$ cat config.mk
export PLATFORM = sky130hd
export DESIGN_NAME = updown_shift_counter
export DESIGN_NICKNAME = d
export VERILOG_FILES = /design/src/rtl/updown_shift_counter.sv
export SDC_FILE = /design/constraint.sdc
export NUM_CORES = 1
export LEC_CHECK = 0
export CAP_MARGIN = 10
export CELL_PAD_IN_SITES_DETAIL_PLACEMENT = 1
export CELL_PAD_IN_SITES_GLOBAL_PLACEMENT = 2
export CORE_UTILIZATION = 30
export CTS_BUF_LIST = sky130_fd_sc_hd__clkbuf_16
export CTS_CLUSTER_SIZE = 16
export DETAILED_ROUTE_END_ITERATION = 10
export PLACE_DENSITY_LB_ADDON = 0.1
export SLEW_MARGIN = 20
export SYNTH_ARGS = -nofsm -noshare
export SYNTH_HDL_FRONTEND = slang
export SYNTH_SLANG_ARGS = --single-unit
$ cat constraint.sdc
create_clock -name i_clk -period 1.9 [get_ports i_clk]
set_input_delay 0.38 -clock i_clk [delete_from_list [all_inputs] [get_ports i_clk]]
set_output_delay 0.38 -clock i_clk [all_outputs]
set_load 0.01 [all_outputs]
$ cat src/rtl/updown_shift_counter.sv
`default_nettype none
// ============================================================================
// Module      : updown_shift_counter
// Description : Parametrised loadable up/down counter and bidirectional shift
//               register with a combinational terminal-count carry, a
//               combinational serial output and an independent serial
//               pattern detector on the serial input.
// Optional    : COUNTER_AUTORELOAD_EN - when defined, the counter reloads the
//               last parallel-load value instead of wrapping at its terminal
//               count (up or down). When undefined no reload register exists.
// Ports       : i_clk     rising-edge clock
//               i_rst_n   asynchronous active-low reset
//               i_sload   synchronous parallel load (highest priority)
//               i_enable  count/shift enable
//               i_mode    00 down, 01 up, 10 shift right, 11 shift left
//               i_data    parallel load value [WIDTH]
//               i_serin   serial input (shifter and detector)
//               o_qout    register contents [WIDTH]
//               o_serout  serial output (combinational)
//               o_co      terminal-count carry (combinational)
//               o_det     registered one-cycle pattern-detect pulse
// Revision    : 1.0 - initial release
// ============================================================================
module updown_shift_counter #(
    parameter int              WIDTH   = 8,
    parameter int              PLEN    = 4,
    parameter logic [PLEN-1:0] PATTERN = 4'b1011
) (
    input  logic             i_clk,
    input  logic             i_rst_n,
    input  logic             i_sload,
    input  logic             i_enable,
    input  logic [1:0]       i_mode,
    input  logic [WIDTH-1:0] i_data,
    input  logic             i_serin,
    output logic [WIDTH-1:0] o_qout,
    output logic             o_serout,
    output logic             o_co,
    output logic             o_det
);

    localparam logic [1:0] c_MODE_DOWN  = 2'b00;
    localparam logic [1:0] c_MODE_UP    = 2'b01;
    localparam logic [1:0] c_MODE_SHR   = 2'b10;
    localparam logic [1:0] c_MODE_SHL   = 2'b11;

    localparam int               c_FILL_W    = $clog2(PLEN + 1);
    localparam logic [c_FILL_W-1:0] c_FILL_FULL = c_FILL_W'(PLEN);
    // The incoming bit completes the window, so PLEN-1 earlier samples suffice.
    localparam logic [c_FILL_W-1:0] c_FILL_ARM  = c_FILL_W'(PLEN - 1);

    localparam logic [WIDTH-1:0] c_ZERO = '0;
    localparam logic [WIDTH-1:0] c_ONES = '1;
    localparam logic [WIDTH-1:0] c_ONE  = WIDTH'(1);

    // ------------------------------------------------------------------------
    // Counter / shifter datapath
    // ------------------------------------------------------------------------
    logic [WIDTH-1:0] r_qout;
    logic [WIDTH-1:0] w_q_next;
    logic             w_at_zero;
    logic             w_at_ones;
    logic             w_terminal;
    logic             w_ser;

    assign w_at_zero = (r_qout == c_ZERO);
    assign w_at_ones = (r_qout == c_ONES);

`ifdef COUNTER_AUTORELOAD_EN
    logic [WIDTH-1:0] r_reload;

    always_ff @(posedge i_clk or negedge i_rst_n) begin
        if (!i_rst_n) begin
            r_reload <= c_ZERO;
        end else if (i_sload) begin
            r_reload <= i_data;
        end
    end
`endif

    always_comb begin
        w_q_next = r_qout;
        if (i_sload) begin
            w_q_next = i_data;
        end else if (i_enable) begin
            case (i_mode)
                c_MODE_DOWN: begin
`ifdef COUNTER_AUTORELOAD_EN
                    if (w_at_zero) begin
                        w_q_next = r_reload;
                    end else begin
                        w_q_next = r_qout - c_ONE;
                    end
`else
                    w_q_next = r_qout - c_ONE;
`endif
                end
                c_MODE_UP: begin
`ifdef COUNTER_AUTORELOAD_EN
                    if (w_at_ones) begin
                        w_q_next = r_reload;
                    end else begin
                        w_q_next = r_qout + c_ONE;
                    end
`else
                    w_q_next = r_qout + c_ONE;
`endif
                end
                c_MODE_SHR: w_q_next = {i_serin, r_qout[WIDTH-1:1]};
                default:    w_q_next = {r_qout[WIDTH-2:0], i_serin};
            endcase
        end
    end

    always_ff @(posedge i_clk or negedge i_rst_n) begin
        if (!i_rst_n) begin
            r_qout <= c_ZERO;
        end else begin
            r_qout <= w_q_next;
        end
    end

    always_comb begin
        w_terminal = 1'b0;
        w_ser      = 1'b0;
        case (i_mode)
            c_MODE_DOWN: w_terminal = w_at_zero;
            c_MODE_UP:   w_terminal = w_at_ones;
            c_MODE_SHR:  w_ser      = r_qout[0];
            c_MODE_SHL:  w_ser      = r_qout[WIDTH-1];
            default: begin
                w_terminal = 1'b0;
                w_ser      = 1'b0;
            end
        endcase
    end

    // Both outputs are combinational; gating with the reset keeps them low
    // while reset is held even though mode/enable inputs may be active.
    assign o_co     = i_rst_n & i_enable & ~i_sload & w_terminal;
    assign o_serout = i_rst_n & w_ser;
    assign o_qout   = r_qout;

    // ------------------------------------------------------------------------
    // Serial pattern detector (independent of load/enable/mode)
    // ------------------------------------------------------------------------
    logic [PLEN-1:0]     r_hist;
    logic [c_FILL_W-1:0] r_fill;
    logic                r_det;
    logic [PLEN:0]       w_window;
    logic                w_match;
    logic                w_unused_oldest;

    // Newest bit at the LSB; the low PLEN bits are the candidate match with
    // the oldest pattern bit in the MSB position.
    assign w_window        = {r_hist, i_serin};
    assign w_match         = (w_window[PLEN-1:0] == PATTERN) && (r_fill >= c_FILL_ARM);
    // The oldest stored bit ages out without ever being compared.
    assign w_unused_oldest = w_window[PLEN];

    always_ff @(posedge i_clk or negedge i_rst_n) begin
        if (!i_rst_n) begin
            r_hist <= '0;
            r_fill <= '0;
            r_det  <= 1'b0;
        end else begin
            r_hist <= w_window[PLEN-1:0];
            r_det  <= w_match;
            if (r_fill != c_FILL_FULL) begin
                r_fill <= r_fill + c_FILL_W'(1);
            end
        end
    end

    assign o_det = r_det;

endmodule
`default_nettype wire

==> qor.txt, run 1 <==
Setup crit end = o_co
CTS tree = built
Setup violations, final = 0
Multi-input logic area = 802 sq um
Final period util = 0.979
GRT Overall Usage = 0.200
Syn Nets = 156
Maximum vdd drop = 317 uV
Synth Area in Adders = 0.111
Htree depth = 1
Row count = 22
Mean Syn Cell Area = 9.13 sq um
Worst setup EP type = output pin
GP Congestion = 0.807
RR Endpoint = o_qout[6]
Largest net degree at the start of global routing = 18
Synth Warn # = 0
Placed Area = 1700 sq um
Origin of the worst setup path = o_qout[6]
Clock Sinks = 15
Final #Nets = 212
Clk slew on worst S/H paths = 0.05 ns
I/O Buffers = 25
Chip height = 65.1 um
Maximum fanout along the worst path = 3
Mapped cell area = 1200 sq um
Required @ worst endpoint = 1.52 ns
Largest family of logic cells by synthesized area = compound AO/OA/AOI/OAI gates
Layout cells sized above 1 = 0.301
Power Density = 772 nW/um^2
Total Wirelength = 3880 um
Drt pass-1 iters = 4
Synth Instances = 131
Fmax = 538 MHz
R2R setup slack = 0.11 ns
Layout area overhead = 53.6%
Worst path arrival time = 1.48 ns
Initial antenna violation count = 0
Fin. max-slew vios = 0
XOR/XNOR Fraction of Synth Area = 0.0439
Startpoint types = flop
GRT overflow = 0
Yosys cell types = 36
Detail Route Antenna Nets = 0
Max Root-Sink Buffers = 2
Clock Skews = 0.000738 ns
Mux cell area share after synthesis = 0.105
Post-route cell area = 1840 sq um
Via count = 1218
Hold Fails Final Rpt = 0
Post-synth EDFFs = 0
# fillers = 471
Antenna cells = 0
Vias in the first global route = 1230
Dominant synthesized flop cell = dfrtp_1
Tmin final = 1.86 ns
Non-Filler Instances = 234
Drt via density = 5.21
DP Cell Count = 227
CTS Buf Count = 3
RSZ-0062 raised after global routing = yes
Die area = 4240 sq um
Initial DRC Count = 31
Hold Path Class = in -> async
Worst Reg2Reg Path Length in Cells = 7
Finished Core Util = 0.491
Root buffer cell = clkbuf_16
Number of max-cap violations = 0
Compound-Gate Fraction of Synth Area = 0.218
Leakage dissipation = 0.000819 uW
DP HPWL = 2860 um
Worst Slack Setup Final = 0.0408 ns
Storage cell area = 377 sq um
Critical path class = reg -> out
FFs w/ async S/R, synth = 1.00
Clock Latency Late Sink = 0.25 ns
Pre-CTS setup slack = -0.616 ns
Simple-gate share of the synthesized area = 0.157
Critical R2R Launch = o_qout[3]
Die width = 65.1 um
Status = finished, final reports clean
# IOs = 26
Core ar. = 3740 sq um
Tightest Pin Transition = 0.246 ns
Post-synthesis register bit count = 15
Slew margin rel. = 0.834
Sequential fraction of the synthesis area = 0.314
Initial cell density of the core = 0.320
Remaining DRCs = 0
DR WL/cell = 16.6 um
First-pass GRT wire length = 6230 um
[registers in the layout (all words and copies together) (netlist names)]
| name | flops |
|---|---|
| o_qout | 8 |
| r_fill | 3 |
| r_hist | 3 |
| o_det | 1 |
[cell usage in the layout (no fill, tap or decap), types with 2 or more instances in the layout]
master / n
nand4_1: 2
inv_1: 7
ha_1: 7
buf_2: 3
xor2_1: 2
nand2b_1: 7
dfrtp_1: 14
buf_6: 3
nor2_1: 6
o21ai_1: 4
mux2_2: 4
dlygate4sd2_1: 2
buf_4: 30
clkdlybuf4s50_1: 20
a31oi_1: 3
xnor2_1: 4
ha_4: 2
clkbuf_16: 3
a21oi_1: 10
nor3_1: 2
nor2b_1: 3
nand2_1: 9
o21ai_0: 7
mux2i_1: 8
o211ai_1: 3
a211oi_1: 2
[worst min path at each step]
stage / start / to
CTS: i_rst_n / o_qout[6]
floorplan: i_rst_n / o_det
global route: i_rst_n / o_qout[6]
finish: i_rst_n / o_qout[4]
global placement: r_hist[1] / r_hist[2]
detailed placement: r_hist[1] / r_hist[2]
[critical path, cell delays in order (launching register included)]
cell and delay [ns]:
dfrtp_1 0.41, nor4_1 0.30, a31oi_1 0.16, nor3b_1 0.20, buf_2 0.16
[cells in the mapped netlist (3+ instances only)]
| cell | n | area share |
|---|---|---|
| dfrtp_1 | 15 | 0.31 |
| o21ai_0 | 11 | 0.046 |
| a21oi_1 | 10 | 0.042 |
| ha_1 | 9 | 0.094 |
| nand2_1 | 9 | 0.028 |
| mux2i_1 | 8 | 0.067 |
| nand2b_1 | 8 | 0.042 |
| inv_1 | 7 | 0.022 |
| nor2_1 | 6 | 0.019 |
| mux2_2 | 4 | 0.038 |
| nor2b_1 | 4 | 0.021 |
| xnor2_1 | 4 | 0.029 |
| a31oi_1 | 3 | 0.016 |
| o211ai_1 | 3 | 0.019 |
[cell families (layout without fill, tap and decap cells)]
family,Yosys count,count (layout)
AO/OA/AOI/OAI,38,38
XOR/XNOR,6,6
adder cells (fa/ha/maj),10,10
buffers and inverters,14,69
flip-flops,15,15
multiplexers,12,12
AND/OR/NAND/NOR,36,36
[cell type report]
cell class,count,share of cell area
clock buffer,3,0.0409
clock inverter,1,0.00272
inverter,7,0.0143
multi-input combinational,102,0.437
sequential,15,0.205
tap,48,0.0327
timing repair buffer,58,0.268
[report_power, final]
group / internal, uW / switching, uW / total, uW
logic: 332 / 291 / 623
clock network: 282 / 137 / 419
registers: 349 / 27.3 / 376
[metrics by stage]
stage | TNS [ns] | hold WS, ns | power (uW)
after global placement | -4.12 | 0.353 | 937
after floorplan | 0 | 0.0844 | 680
after detailed placement | -4.35 | 0.370 | 955
after CTS | 0 | 0.256 | 1390
after global routing | -0.0702 | 0.295 | 1500
final | 0 | 0.259 | 1420
[layer usage]
layer | track usage | vias to the layer above | part of all wire
li1 | - | 585 | -
met1 | 0.252 | 605 | 0.45
met2 | 0.324 | 22 | 0.50
met3 | 0.0243 | 6 | 0.023
met4 | 0.120 | 0 | 0.023
met5 | 0 | - | 0
[timing repair]
action	in CTS	in global routing
gates resized for setup	20	9
pin swaps	3	6
buffers inserted	0	3
setup endpoints to repair	8	7
hold buffers	0	0
Power figures use the tool's default switching activity.
==> run 2: changes to the inputs <==
- SKIP_LAST_GASP: default -> 1
- TNS_END_PERCENT: default -> 1
- clock period: 1.9 -> 2.1 ns (I/O delays scaled with it)
==> run 2 against run 1 <==
Effect of this change:
- global-route usage is 0.74 points lower
- largest cell class unchanged
- first-iteration DRC count increased by 16%
- die area is the same
- hold slack gained 0.12 ns
- register-to-register slack gained 0.07 ns
- critical endpoint unchanged
- clock-buffer cell count stayed put
- largest power group unchanged
- sequential power decreased by 6.1%
- combinational power fell by 19%
- via count shrank 3.9%
- core utilization is 1.5 points lower
- flip-flop and latch count is the same
- clock power down 14%
==> qor.txt, run 2 (synthesized netlist as in run 1, its figures left out) <==
RSZ-0062 raised after global routing = yes
Largest net degree at the start of global routing = 18
Vias in the first global route = 1226
# fillers = 450
Worst path arrival time = 1.60 ns
Leakage dissipation = 0.000791 uW
Finished Core Util = 0.475
Die width = 65.1 um
Buf/Inv on CP = 1
Worst Reg2Reg Path Length in Cells = 7
Layout cells sized above 1 = 0.251
CTS Buf Count = 3
Remaining DRCs = 0
Initial cell density of the core = 0.320
Hold Path Class = reg -> reg
Worst Hold End = r_hist[1]
Detail Route Antenna Nets = 0
Total Wirelength = 3720 um
Final #Nets = 205
Max Root-Sink Buffers = 2
Power Density = 686 nW/um^2
Fin. max-slew vios = 0
Tot Pwr = 1220 uW
Most frequent cells in the layout = 25 x buf_4, 21 x clkdlybuf4s50_1, 14 x dfrtp_1, 10 x o21ai_0, 10 x a21oi_1
GRT overflow = 0
Setup violations, final = 0
Worst path max stage delay = 0.43 ns
Gr busiest metal = met2
Row count = 22
Tightest Pin Transition = 0.264 ns
Status = finished, final reports clean
Maximum fanout along the worst path = 3
Clock Latency Late Sink = 0.24 ns
Clock Sinks = 15
Initial DRC Count = 36
Required @ worst endpoint = 1.68 ns
Clock Power Share = 0.297
Tmin final = 2.02 ns
Via count = 1171
CTS tree = built
Root buffer cell = clkbuf_16
Number of max-cap violations = 0
Layout area overhead = 48.7%
Worst setup EP type = output pin
# IOs = 26
CP cell instances = nor4_2 > a31oi_1 > nor3b_2 > clkdlybuf4s15_2
Die area = 4240 sq um
Slew margin rel. = 0.823
Met2 usage = 0.311
Maximum vdd drop = 259 uV
Chip height = 65.1 um
Clock Skews = 0.000699 ns
Storage cell area = 377 sq um
DR WL/cell = 16.4 um
RR Endpoint = o_qout[4]
Pint = 835 uW
Critical R2R Launch = o_qout[0]
R2R setup slack = 0.18 ns
GRT Overall Usage = 0.192
Drt pass-1 iters = 4
Hold buffers post-CTS = 0
Net Sw Frac = 0.315
Critical path class = reg -> out
Fmax = 495 MHz
Multi-input logic area = 786 sq um
Clk slew on worst S/H paths = 0.05 ns
Htree depth = 1
Sequential fraction of design power = 0.289
M1 GR Usage = 0.262
Combinational Power Share = 0.414
DP HPWL = 2870 um
Max FFs per register = 8
GP Congestion = 0.778
First-pass GRT wire length = 6040 um
Crit path max-delay cell type = dfrtp_1
Worst Hold Depth = 0
Drt via density = 5.16
Final period util = 0.962
Leading cell type in the layout, fill and taps excluded = buf_4
I/O Buffers = 25
GR Layer Usage met3 = 0.0243
Startpoint types = flop
Hold Fails Final Rpt = 0
Hold Path Origin = r_hist[0]
Initial antenna violation count = 0
Sw power = 385 uW
Antenna cells = 0
CP delay by family, top = simple AND/OR/NAND/NOR gates
Core ar. = 3740 sq um
## run 2: changes by cell type in the layout (fill, tap and decap cells not counted), moves of 2 or more
cell	delta
ha_4	-2
o21ai_1	-3
buf_6	-2
ha_1	+2
buf_4	-5
o21ai_0	+3
buf_2	-3
## run 2: timing repair
action	4_1_cts	5_1_grt
buffers inserted	1	0
resized for setup	9	7
pin swaps	1	1
endpoints found under the setup margin	8	7
## run 2: final cells by class
cell class              instances  area share
clock buffers                   3      0.0422
clock inverters                 1     0.00211
inverters                       7      0.0148
multi-input cells             102       0.442
flip-flops and latches         15       0.212
well taps                      48      0.0338
repair buffers                 51       0.254
## run 2: layer usage
layer	vias to the layer above	wire (um)
met5	-	0
met4	0	57
met3	4	111
met2	24	1750
met1	573	1800
li1	570	-
## run 2: power groups by stage
stage	clock [uW]	sequential, uW	combinational (uW)
after global routing	384	357	549
after detailed placement	0	353	499
after floorplan	0	363	251
final	362	353	506
after CTS	374	350	510
after global placement	0	352	486
## run 2: worst reg2reg max path: cells and delay by family, from the launching register on
kind / cells / cell delay [ns]
AO/OA/AOI/OAI: 4 / 0.66
adder cells (fa/ha/maj): 1 / 0.45
buffers and inverters: 1 / 0.09
flip-flops: 1 / 0.46
AND/OR/NAND/NOR: 1 / 0.18
## run 2: worst max path at each step
stage / from / end / slack [ns] / depth (start not counted)
global placement: i_mode[1] / o_qout[4] / -0.44 / 9
finish: o_qout[6] / o_co / 0.08 / 4
detailed placement: i_mode[1] / o_co / -0.52 / 6
CTS: i_mode[1] / o_qout[4] / -0.18 / 9
floorplan: i_mode[1] / o_qout[7] / 0.08 / 8
global route: o_qout[1] / o_qout[4] / -0.01 / 7
## run 2: stage by stage
step	instance area [sq um]	instances	TNS (ns)	hold WS [ns]	setup WS [ns]
2_1_floorplan	1200	131	0	0.124	0.0754
3_5_place_dp	1660	222	-3.41	0.367	-0.524
5_1_grt	1780	227	-0.0250	0.387	-0.0137
6_report	1780	227	0	0.375	0.0797
3_3_place_gp	1660	222	-2.81	0.352	-0.441
4_1_cts	1760	227	-0.939	0.378	-0.176
==> run 3: changes to the inputs <==
- CAP_MARGIN: 10 -> default
==> results of run 3 <==
Same layout as run 2: the final DEF is identical, and so are final timing and power.
